--- src/rtl/hazard_ctrl_pkg.sv ---
// Shared CPU definitions: datapath widths, jump-field bit positions and
// the hazard controller state encoding.
package cpu_defs;

  localparam int unsigned XLEN  = 32;
  localparam int unsigned REG_W = 5;

  // Bit positions inside the two-bit ex_jump field
  localparam int unsigned JUMP_JALR = 1;
  localparam int unsigned JUMP_JAL  = 0;

  typedef logic [REG_W-1:0] reg_idx_t;
  typedef logic [XLEN-1:0]  word_t;

  // Controller state encoding, kept as fixed constants so the values match
  // the legacy waveforms and debug scripts.
  typedef logic [1:0] hz_state_t;
  localparam hz_state_t ST_RUN     = 2'd0;
  localparam hz_state_t ST_DWAIT   = 2'd1;
  localparam hz_state_t ST_DISCARD = 2'd2;

  // Bundle of every stall/flush/select control driven by the controller
  typedef struct packed {
    logic pc_stall;
    logic pc_from_taken;
    logic if_id_stall;
    logic id_ex_stall;
    logic ex_mem_stall;
    logic if_id_flush;
    logic id_ex_flush;
  } hz_ctrl_t;

  // True when the register written by EX is a real (non-x0) source of ID
  function automatic logic src_match(input reg_idx_t rs, input logic used,
                                     input reg_idx_t rd);
    return used && (rs == rd) && (rd != '0);
  endfunction

endpackage

--- src/rtl/hazard_ctrl_if.sv ---
// Pipeline-to-hazard-controller signal bundle. The pipeline (master)
// supplies stage information and memory handshakes; the controller
// (slave) returns stall/flush enables and performance counters.
interface hazard_ctrl_if;
  import cpu_defs::*;

  reg_idx_t   id_rs1;
  reg_idx_t   id_rs2;
  logic       id_rs1_used;
  logic       id_rs2_used;
  reg_idx_t   ex_rd;
  logic       ex_mem_read;
  logic       ex_branch;
  logic       ex_cond;
  logic [1:0] ex_jump;
  logic       ex_pred_taken;
  logic       imem_ready;
  logic       mem_req;
  logic       dmem_ready;

  logic       pc_stall;
  logic       pc_from_taken;
  logic       if_id_stall;
  logic       id_ex_stall;
  logic       ex_mem_stall;
  logic       if_id_flush;
  logic       id_ex_flush;
  word_t      stall_cnt;
  word_t      flush_cnt;

  modport master (
    output id_rs1, id_rs2, id_rs1_used, id_rs2_used, ex_rd, ex_mem_read,
           ex_branch, ex_cond, ex_jump, ex_pred_taken, imem_ready,
           mem_req, dmem_ready,
    input  pc_stall, pc_from_taken, if_id_stall, id_ex_stall, ex_mem_stall,
           if_id_flush, id_ex_flush, stall_cnt, flush_cnt
  );

  modport slave (
    input  id_rs1, id_rs2, id_rs1_used, id_rs2_used, ex_rd, ex_mem_read,
           ex_branch, ex_cond, ex_jump, ex_pred_taken, imem_ready,
           mem_req, dmem_ready,
    output pc_stall, pc_from_taken, if_id_stall, id_ex_stall, ex_mem_stall,
           if_id_flush, id_ex_flush, stall_cnt, flush_cnt
  );

endinterface

--- src/rtl/hazard_ctrl_detect.sv ---
// Purely combinational hazard decode: load-use dependency between EX and
// ID, and branch/jump outcome disagreeing with the fetch prediction.
module hazard_detect
  import cpu_defs::*;
(
  input  reg_idx_t   id_rs1,
  input  reg_idx_t   id_rs2,
  input  logic       id_rs1_used,
  input  logic       id_rs2_used,
  input  reg_idx_t   ex_rd,
  input  logic       ex_mem_read,
  input  logic       ex_branch,
  input  logic       ex_cond,
  input  logic [1:0] ex_jump,
  input  logic       ex_pred_taken,
  output logic       load_use,
  output logic       redirect
);

  logic actual_taken;

  // Resolve the real control-flow outcome and compare with prediction;
  // a predicted-taken branch that falls through also redirects (to PC+4).
  always_comb begin
    actual_taken = ex_jump[JUMP_JALR] | ex_jump[JUMP_JAL] | (ex_branch & ex_cond);
    redirect     = actual_taken != ex_pred_taken;
  end

  // Load in EX producing a register that ID reads this cycle
  always_comb begin
    load_use = ex_mem_read &
               (src_match(id_rs1, id_rs1_used, ex_rd) |
                src_match(id_rs2, id_rs2_used, ex_rd));
  end

endmodule

--- src/rtl/hazard_ctrl.sv ---
// Pipeline hazard and sequencing controller: RUN / DWAIT / DISCARD FSM,
// stall/flush output mux and stall/flush performance counters.
module hazard_ctrl
  import cpu_defs::*;
(
  input  logic         clk,
  input  logic         reset_n,
  hazard_ctrl_if.slave hz
);

  hz_state_t state;
  hz_state_t state_nxt;
  hz_ctrl_t  ctl;
  logic      load_use;
  logic      redirect;
  logic      data_wait;

  hazard_detect u_detect (
    .id_rs1        (hz.id_rs1),
    .id_rs2        (hz.id_rs2),
    .id_rs1_used   (hz.id_rs1_used),
    .id_rs2_used   (hz.id_rs2_used),
    .ex_rd         (hz.ex_rd),
    .ex_mem_read   (hz.ex_mem_read),
    .ex_branch     (hz.ex_branch),
    .ex_cond       (hz.ex_cond),
    .ex_jump       (hz.ex_jump),
    .ex_pred_taken (hz.ex_pred_taken),
    .load_use      (load_use),
    .redirect      (redirect)
  );

  assign data_wait = hz.mem_req & ~hz.dmem_ready;

  // Next-state and raw control decode for the current state
  always_comb begin
    ctl       = '0;
    state_nxt = state;
    unique case (state)
      ST_RUN: begin
        if (data_wait) begin
          ctl.pc_stall     = 1'b1;
          ctl.if_id_stall  = 1'b1;
          ctl.id_ex_stall  = 1'b1;
          ctl.ex_mem_stall = 1'b1;
          state_nxt        = ST_DWAIT;
        end else if (redirect) begin
          ctl.pc_from_taken = 1'b1;
          ctl.if_id_flush   = 1'b1;
          ctl.id_ex_flush   = 1'b1;
          if (!hz.imem_ready) state_nxt = ST_DISCARD;
        end else if (load_use) begin
          ctl.pc_stall    = 1'b1;
          ctl.if_id_stall = 1'b1;
          ctl.id_ex_flush = 1'b1;
        end else if (!hz.imem_ready) begin
          ctl.pc_stall    = 1'b1;
          ctl.if_id_flush = 1'b1;
        end
      end
      ST_DWAIT: begin
        // Pipeline frozen; stalls drop in the very cycle dmem_ready arrives
        if (hz.dmem_ready) begin
          state_nxt = ST_RUN;
        end else begin
          ctl.pc_stall     = 1'b1;
          ctl.if_id_stall  = 1'b1;
          ctl.id_ex_stall  = 1'b1;
          ctl.ex_mem_stall = 1'b1;
        end
      end
      ST_DISCARD: begin
        // PC already holds the redirect target; keep it until the stale
        // fetch returns, and flush that wrong-path word on arrival.
        ctl.pc_stall    = 1'b1;
        ctl.if_id_flush = 1'b1;
        if (data_wait) begin
          ctl.id_ex_stall  = 1'b1;
          ctl.ex_mem_stall = 1'b1;
        end else if (hz.imem_ready) begin
          state_nxt = ST_RUN;
        end
      end
      default: state_nxt = ST_RUN;
    endcase
  end

  // Drive interface outputs; a flush on IF/ID overrides its stall
  always_comb begin
    hz.pc_stall      = ctl.pc_stall;
    hz.pc_from_taken = ctl.pc_from_taken;
    hz.if_id_stall   = ctl.if_id_stall & ~ctl.if_id_flush;
    hz.id_ex_stall   = ctl.id_ex_stall;
    hz.ex_mem_stall  = ctl.ex_mem_stall;
    hz.if_id_flush   = ctl.if_id_flush;
    hz.id_ex_flush   = ctl.id_ex_flush;
  end

  // State register
  always_ff @(posedge clk or negedge reset_n) begin
    if (!reset_n) state <= ST_RUN;
    else          state <= state_nxt;
  end

  // Performance counters, free-running and wrapping at 2^32
  always_ff @(posedge clk or negedge reset_n) begin
    if (!reset_n) begin
      hz.stall_cnt <= '0;
      hz.flush_cnt <= '0;
    end else begin
      if (ctl.pc_stall)    hz.stall_cnt <= hz.stall_cnt + 1'b1;
      if (ctl.id_ex_flush) hz.flush_cnt <= hz.flush_cnt + 1'b1;
    end
  end

endmodule

--- src/flat_wrapper.sv ---
// flat-port wrapper written by rule: the top's interface ports become plain ports
module hazard_ctrl_flat import cpu_defs::*;
  (clk, reset_n, hz_id_rs1, hz_id_rs2, hz_id_rs1_used, hz_id_rs2_used, hz_ex_rd, hz_ex_mem_read, hz_ex_branch, hz_ex_cond, hz_ex_jump, hz_ex_pred_taken, hz_imem_ready, hz_mem_req, hz_dmem_ready, hz_pc_stall, hz_pc_from_taken, hz_if_id_stall, hz_id_ex_stall, hz_ex_mem_stall, hz_if_id_flush, hz_id_ex_flush, hz_stall_cnt, hz_flush_cnt);
  hazard_ctrl_if hz_i ();
  input  logic clk;
  input  logic reset_n;
  input wire logic [$bits(hz_i.id_rs1)-1:0] hz_id_rs1;
  input wire logic [$bits(hz_i.id_rs2)-1:0] hz_id_rs2;
  input wire logic [$bits(hz_i.id_rs1_used)-1:0] hz_id_rs1_used;
  input wire logic [$bits(hz_i.id_rs2_used)-1:0] hz_id_rs2_used;
  input wire logic [$bits(hz_i.ex_rd)-1:0] hz_ex_rd;
  input wire logic [$bits(hz_i.ex_mem_read)-1:0] hz_ex_mem_read;
  input wire logic [$bits(hz_i.ex_branch)-1:0] hz_ex_branch;
  input wire logic [$bits(hz_i.ex_cond)-1:0] hz_ex_cond;
  input wire logic [$bits(hz_i.ex_jump)-1:0] hz_ex_jump;
  input wire logic [$bits(hz_i.ex_pred_taken)-1:0] hz_ex_pred_taken;
  input wire logic [$bits(hz_i.imem_ready)-1:0] hz_imem_ready;
  input wire logic [$bits(hz_i.mem_req)-1:0] hz_mem_req;
  input wire logic [$bits(hz_i.dmem_ready)-1:0] hz_dmem_ready;
  output wire logic [$bits(hz_i.pc_stall)-1:0] hz_pc_stall;
  output wire logic [$bits(hz_i.pc_from_taken)-1:0] hz_pc_from_taken;
  output wire logic [$bits(hz_i.if_id_stall)-1:0] hz_if_id_stall;
  output wire logic [$bits(hz_i.id_ex_stall)-1:0] hz_id_ex_stall;
  output wire logic [$bits(hz_i.ex_mem_stall)-1:0] hz_ex_mem_stall;
  output wire logic [$bits(hz_i.if_id_flush)-1:0] hz_if_id_flush;
  output wire logic [$bits(hz_i.id_ex_flush)-1:0] hz_id_ex_flush;
  output wire logic [$bits(hz_i.stall_cnt)-1:0] hz_stall_cnt;
  output wire logic [$bits(hz_i.flush_cnt)-1:0] hz_flush_cnt;
  assign hz_i.id_rs1 = hz_id_rs1;
  assign hz_i.id_rs2 = hz_id_rs2;
  assign hz_i.id_rs1_used = hz_id_rs1_used;
  assign hz_i.id_rs2_used = hz_id_rs2_used;
  assign hz_i.ex_rd = hz_ex_rd;
  assign hz_i.ex_mem_read = hz_ex_mem_read;
  assign hz_i.ex_branch = hz_ex_branch;
  assign hz_i.ex_cond = hz_ex_cond;
  assign hz_i.ex_jump = hz_ex_jump;
  assign hz_i.ex_pred_taken = hz_ex_pred_taken;
  assign hz_i.imem_ready = hz_imem_ready;
  assign hz_i.mem_req = hz_mem_req;
  assign hz_i.dmem_ready = hz_dmem_ready;
  assign hz_pc_stall = hz_i.pc_stall;
  assign hz_pc_from_taken = hz_i.pc_from_taken;
  assign hz_if_id_stall = hz_i.if_id_stall;
  assign hz_id_ex_stall = hz_i.id_ex_stall;
  assign hz_ex_mem_stall = hz_i.ex_mem_stall;
  assign hz_if_id_flush = hz_i.if_id_flush;
  assign hz_id_ex_flush = hz_i.id_ex_flush;
  assign hz_stall_cnt = hz_i.stall_cnt;
  assign hz_flush_cnt = hz_i.flush_cnt;
  hazard_ctrl u_core (.clk(clk), .reset_n(reset_n), .hz(hz_i));
endmodule
--- config.mk ---
export PLATFORM = sky130hd
export DESIGN_NAME = hazard_ctrl_flat
export DESIGN_NICKNAME = d
export VERILOG_FILES = /design/src/rtl/hazard_ctrl_pkg.sv /design/src/rtl/hazard_ctrl_if.sv /design/src/rtl/hazard_ctrl_detect.sv /design/src/rtl/hazard_ctrl.sv /design/src/flat_wrapper.sv
export SDC_FILE = /design/constraint.sdc
export NUM_CORES = 1
export LEC_CHECK = 0
export CAP_MARGIN = 25
export CELL_PAD_IN_SITES_DETAIL_PLACEMENT = 1
export CELL_PAD_IN_SITES_GLOBAL_PLACEMENT = 1
export CORE_ASPECT_RATIO = 1.75
export CORE_MARGIN = 3
export CORE_UTILIZATION = 39
export CTS_CLUSTER_SIZE = 16
export DETAILED_ROUTE_END_ITERATION = 10
export PLACE_DENSITY = 0.88
export RECOVER_POWER = 50
export SLEW_MARGIN = 20
export SYNTH_ARGS = -nofsm -noshare
export SYNTH_HDL_FRONTEND = slang
export SYNTH_SLANG_ARGS = --single-unit
--- constraint.sdc ---
create_clock -name clk -period 6.4 [get_ports clk]
set_input_delay 1.28 -clock clk [delete_from_list [all_inputs] [get_ports clk]]
set_output_delay 1.28 -clock clk [all_outputs]
set_load 0.02 [all_outputs]
==> impl_metrics.yaml <==
pwr:
  power_frac_comb_pct: 26.1
  leakage_nw: 1.98
  switching_share_pct: 32.2
  power_density_nw_per_um2: 286
  clockPowerShare_pct: 34.8
  p_int_uw: 920
  total_power_mw: 1.36
  p_switching_uw: 438
  seq_power_share_pct: 39.1
  peakVddDrop_mv: 0.167
cts:
  htreeDepth: 3
  numCtsBuffers: 9
  cts.repair.resized: 0
  clock-sinks: 66
  clock_latency_ps: 330
  cts_hold_buf: 0
  cts-root-buf: "clkbuf_16"
  cts_tree: "yes"
  clock_path_buffers: 2
  post-cts-setup-buffer-count: 0
  path_clk_slew_ps: 50
hold_path:
  worstHoldPathCells: 1
  hp-class: "flop to flop"
sta:
  rsz0062_at_grt: "false"
  fmax_mhz: 196
  fin_worst_skew_ps: 5.42
  setup_viol: 0
  setup_slack_ps: 1300
  tightestPinTransition_ps: 3520
  layout_min_cycle_time_ps: 5100
  slew_headroom_pct: -135
  maxSlewViolCount: 67
  tns_ps: 0
  hold_violations: 0
  fin_crit_sh_pct: 79.7
  holdWs_ps: 482
global_routing:
  grt-ovfl-total: 0
  grt_max_degree: 67
  antenna_found_initial: 0
  grt_pass1_wl_um: 16100
  track_usage_pct: 20.4
  grt_pass1_vias: 3116
placed_design:
  port_buffers: 98
  placed_cells: 528
  place_area_um2: 4470
  preCtsSetupSlack_ps: 1260
  dp_hpwl_um: 6990
  gp_congestion: 0.787
detailed_routing:
  drt_wl_total_um: 9530
  drtPass1Iterations: 4
  drt-wirelength-per-cell_um: 17.5
  drcViolationCount: 0
  vias: 2883
  vias_per_cell: 5.29
  ant_nets: 0
  drt_iter0_markers: 108
floorplan:
  die_x_um: 76.5
  io-pin-count: 99
  design.core.area_um2: 8370
  std_cell_rows: 44
  die_y_um: 129
  dieArea_um2: 9890
  start_util_pct: 40.5
final_layout:
  layout_commonest_cell: "dfrtp_1"
  fin_cells: 545
  diodes: 0
  syn2layout_area_growth_pct: 40.3
  layout_common_cells: "66 x dfrtp_1, 62 x clkdlybuf4s50_1, 51 x xor2_1, 35 x dlygate4sd3_1, 30 x nand2_1"
  nets: 455
  fin_util_pct: 56.8
  drive_above_1_share_pct: 6.98
  finalInstanceArea_um2: 4750
logic_synthesis:
  synth_cell_type_count: 41
  ys_seq_elements: 66
  synthCells: 323
  avgSynthCellArea_um2: 10.5
  syn-num-nets: 353
  ys_warn_count: 0
  synth_area_um2: 3390
  seq_area_frac_synth_pct: 48.7
run_status:
  outcome: "finished, violations left"
  violations: "capacitance limit, slew limit"
critical_path:
  arrival_ps: 3820
  rr_worst_depth: 6
  cp_common_cell: "clkdlybuf4s50_1"
  slowest_stage: "clkdlybuf4s50_1"
  crit_chain: "clkdlybuf4s50_1, xor2_1, nor4_2, a32oi_2, o21a_1, buf_4, nor2_1, clkdlybuf4s50_1"
  path_max_fanout: 28
  required_ps: 5120
  worstSetupPathType: "input pin to primary output"
  critPathMaxStageDelay_ps: 660
  start_kind: "input pin"
  end_kind: "primary output"
flow_run:
  cap_violations: 1
-- critical path, delay by kind of cell --
family,cells,cell delay (ps)
buf+inv,3,1350
simple gates,2,570
compound gates,2,440
xor+xnor,1,180
-- power groups by stage --
stage / Clock, mW / Combinational, mW / Sequential (mW)
final: 0.472 / 0.354 / 0.531
after global routing: 0.502 / 0.383 / 0.543
after CTS: 0.481 / 0.371 / 0.534
after detailed placement: 0 / 0.366 / 0.541
after global placement: 0 / 0.358 / 0.536
after floorplan: 0 / 0.141 / 0.584
-- cells by family after synthesis --
family                   after synthesis  synth area share [%]
AND/OR/NAND/NOR                      147                  24.4
flip-flops                            66                  48.7
AO/OA/AOI/OAI                         17                  4.17
multiplexers                           2                 0.664
buffers and inverters                 16                  2.47
XOR/XNOR                              73                  18.9
adder cells (fa/ha/maj)                2                 0.738
-- final timing paths --
check                                                    start                                  end  slack [ps]
min                        u_core.hz.stall_cnt[31]$_DFFE_PN0P_  u_core.hz.stall_cnt[31]$_DFFE_PN0P_         480
min in group asynchronous                              reset_n   u_core.hz.stall_cnt[5]$_DFFE_PN0P_        2250
max in group asynchronous                              reset_n  u_core.hz.flush_cnt[31]$_DFFE_PN0P_        2160
max                                                hz_ex_rd[4]                       hz_id_ex_flush        1300
min reg2reg                u_core.hz.stall_cnt[31]$_DFFE_PN0P_  u_core.hz.stall_cnt[31]$_DFFE_PN0P_         480
max reg2reg                 u_core.hz.stall_cnt[2]$_DFFE_PN0P_  u_core.hz.stall_cnt[22]$_DFFE_PN0P_        3850
-- synth_stat cells (all sizes together) --
| cell type | n | share of area, % |
|---|---|---|
| nand2 | 30 | 3.3 |
| nor3 | 21 | 3.2 |
| nand3 | 19 | 2.8 |
| or3 | 1 | 0.18 |
| and2 | 3 | 0.55 |
| clkbuf | 3 | 0.33 |
| a211oi | 2 | 0.81 |
| inv | 5 | 0.55 |
| a32oi | 1 | 0.48 |
| and3 | 12 | 2.2 |
| nor2 | 12 | 1.3 |
| o21ai | 3 | 0.44 |
| o41ai | 1 | 0.26 |
| ha | 2 | 0.74 |
| o21bai | 1 | 0.22 |
| dfrtp | 66 | 49 |
| nor3b | 4 | 0.89 |
| o41a | 1 | 0.33 |
| nand4 | 16 | 3.0 |
| o22ai | 1 | 0.37 |
| buf | 8 | 1.6 |
| a21oi | 4 | 0.59 |
| mux2 | 2 | 0.66 |
| xnor2 | 22 | 5.7 |
| and4 | 4 | 1.0 |
| nor4 | 17 | 4.1 |
| o31ai | 2 | 0.44 |
| or4 | 2 | 0.44 |
| nand2b | 2 | 0.37 |
| nor4b | 3 | 0.78 |
| xor2 | 51 | 13 |
| o21a | 1 | 0.22 |
| nor2b | 1 | 0.18 |
-- layer usage --
metal,wire (µm),vias to the layer above,global-route usage (%)
li1,-,1348,-
met1,3630,1448,23.3
met2,5350,70,37.7
met3,361,17,4.31
met4,192,0,7.15
met5,0,-,0
-- final cells by class --
| type | count | area (µm²) |
|---|---|---|
| timing repair buffer | 102 | 1000 |
| clock inverter | 6 | 57.6 |
| multi-input combinational | 241 | 1650 |
| tap | 115 | 144 |
| sequential | 66 | 1650 |
| fill | 930 | 3610 |
| inverter | 5 | 18.8 |
| clock buffer | 10 | 229 |
-- sequential cells by signal, indices dropped and copies added, names as in the netlist --
name                 cells
u_core.state             2
u_core.hz.flush_cnt     32
u_core.hz.stall_cnt     32
(Power assumes the default switching activity.)
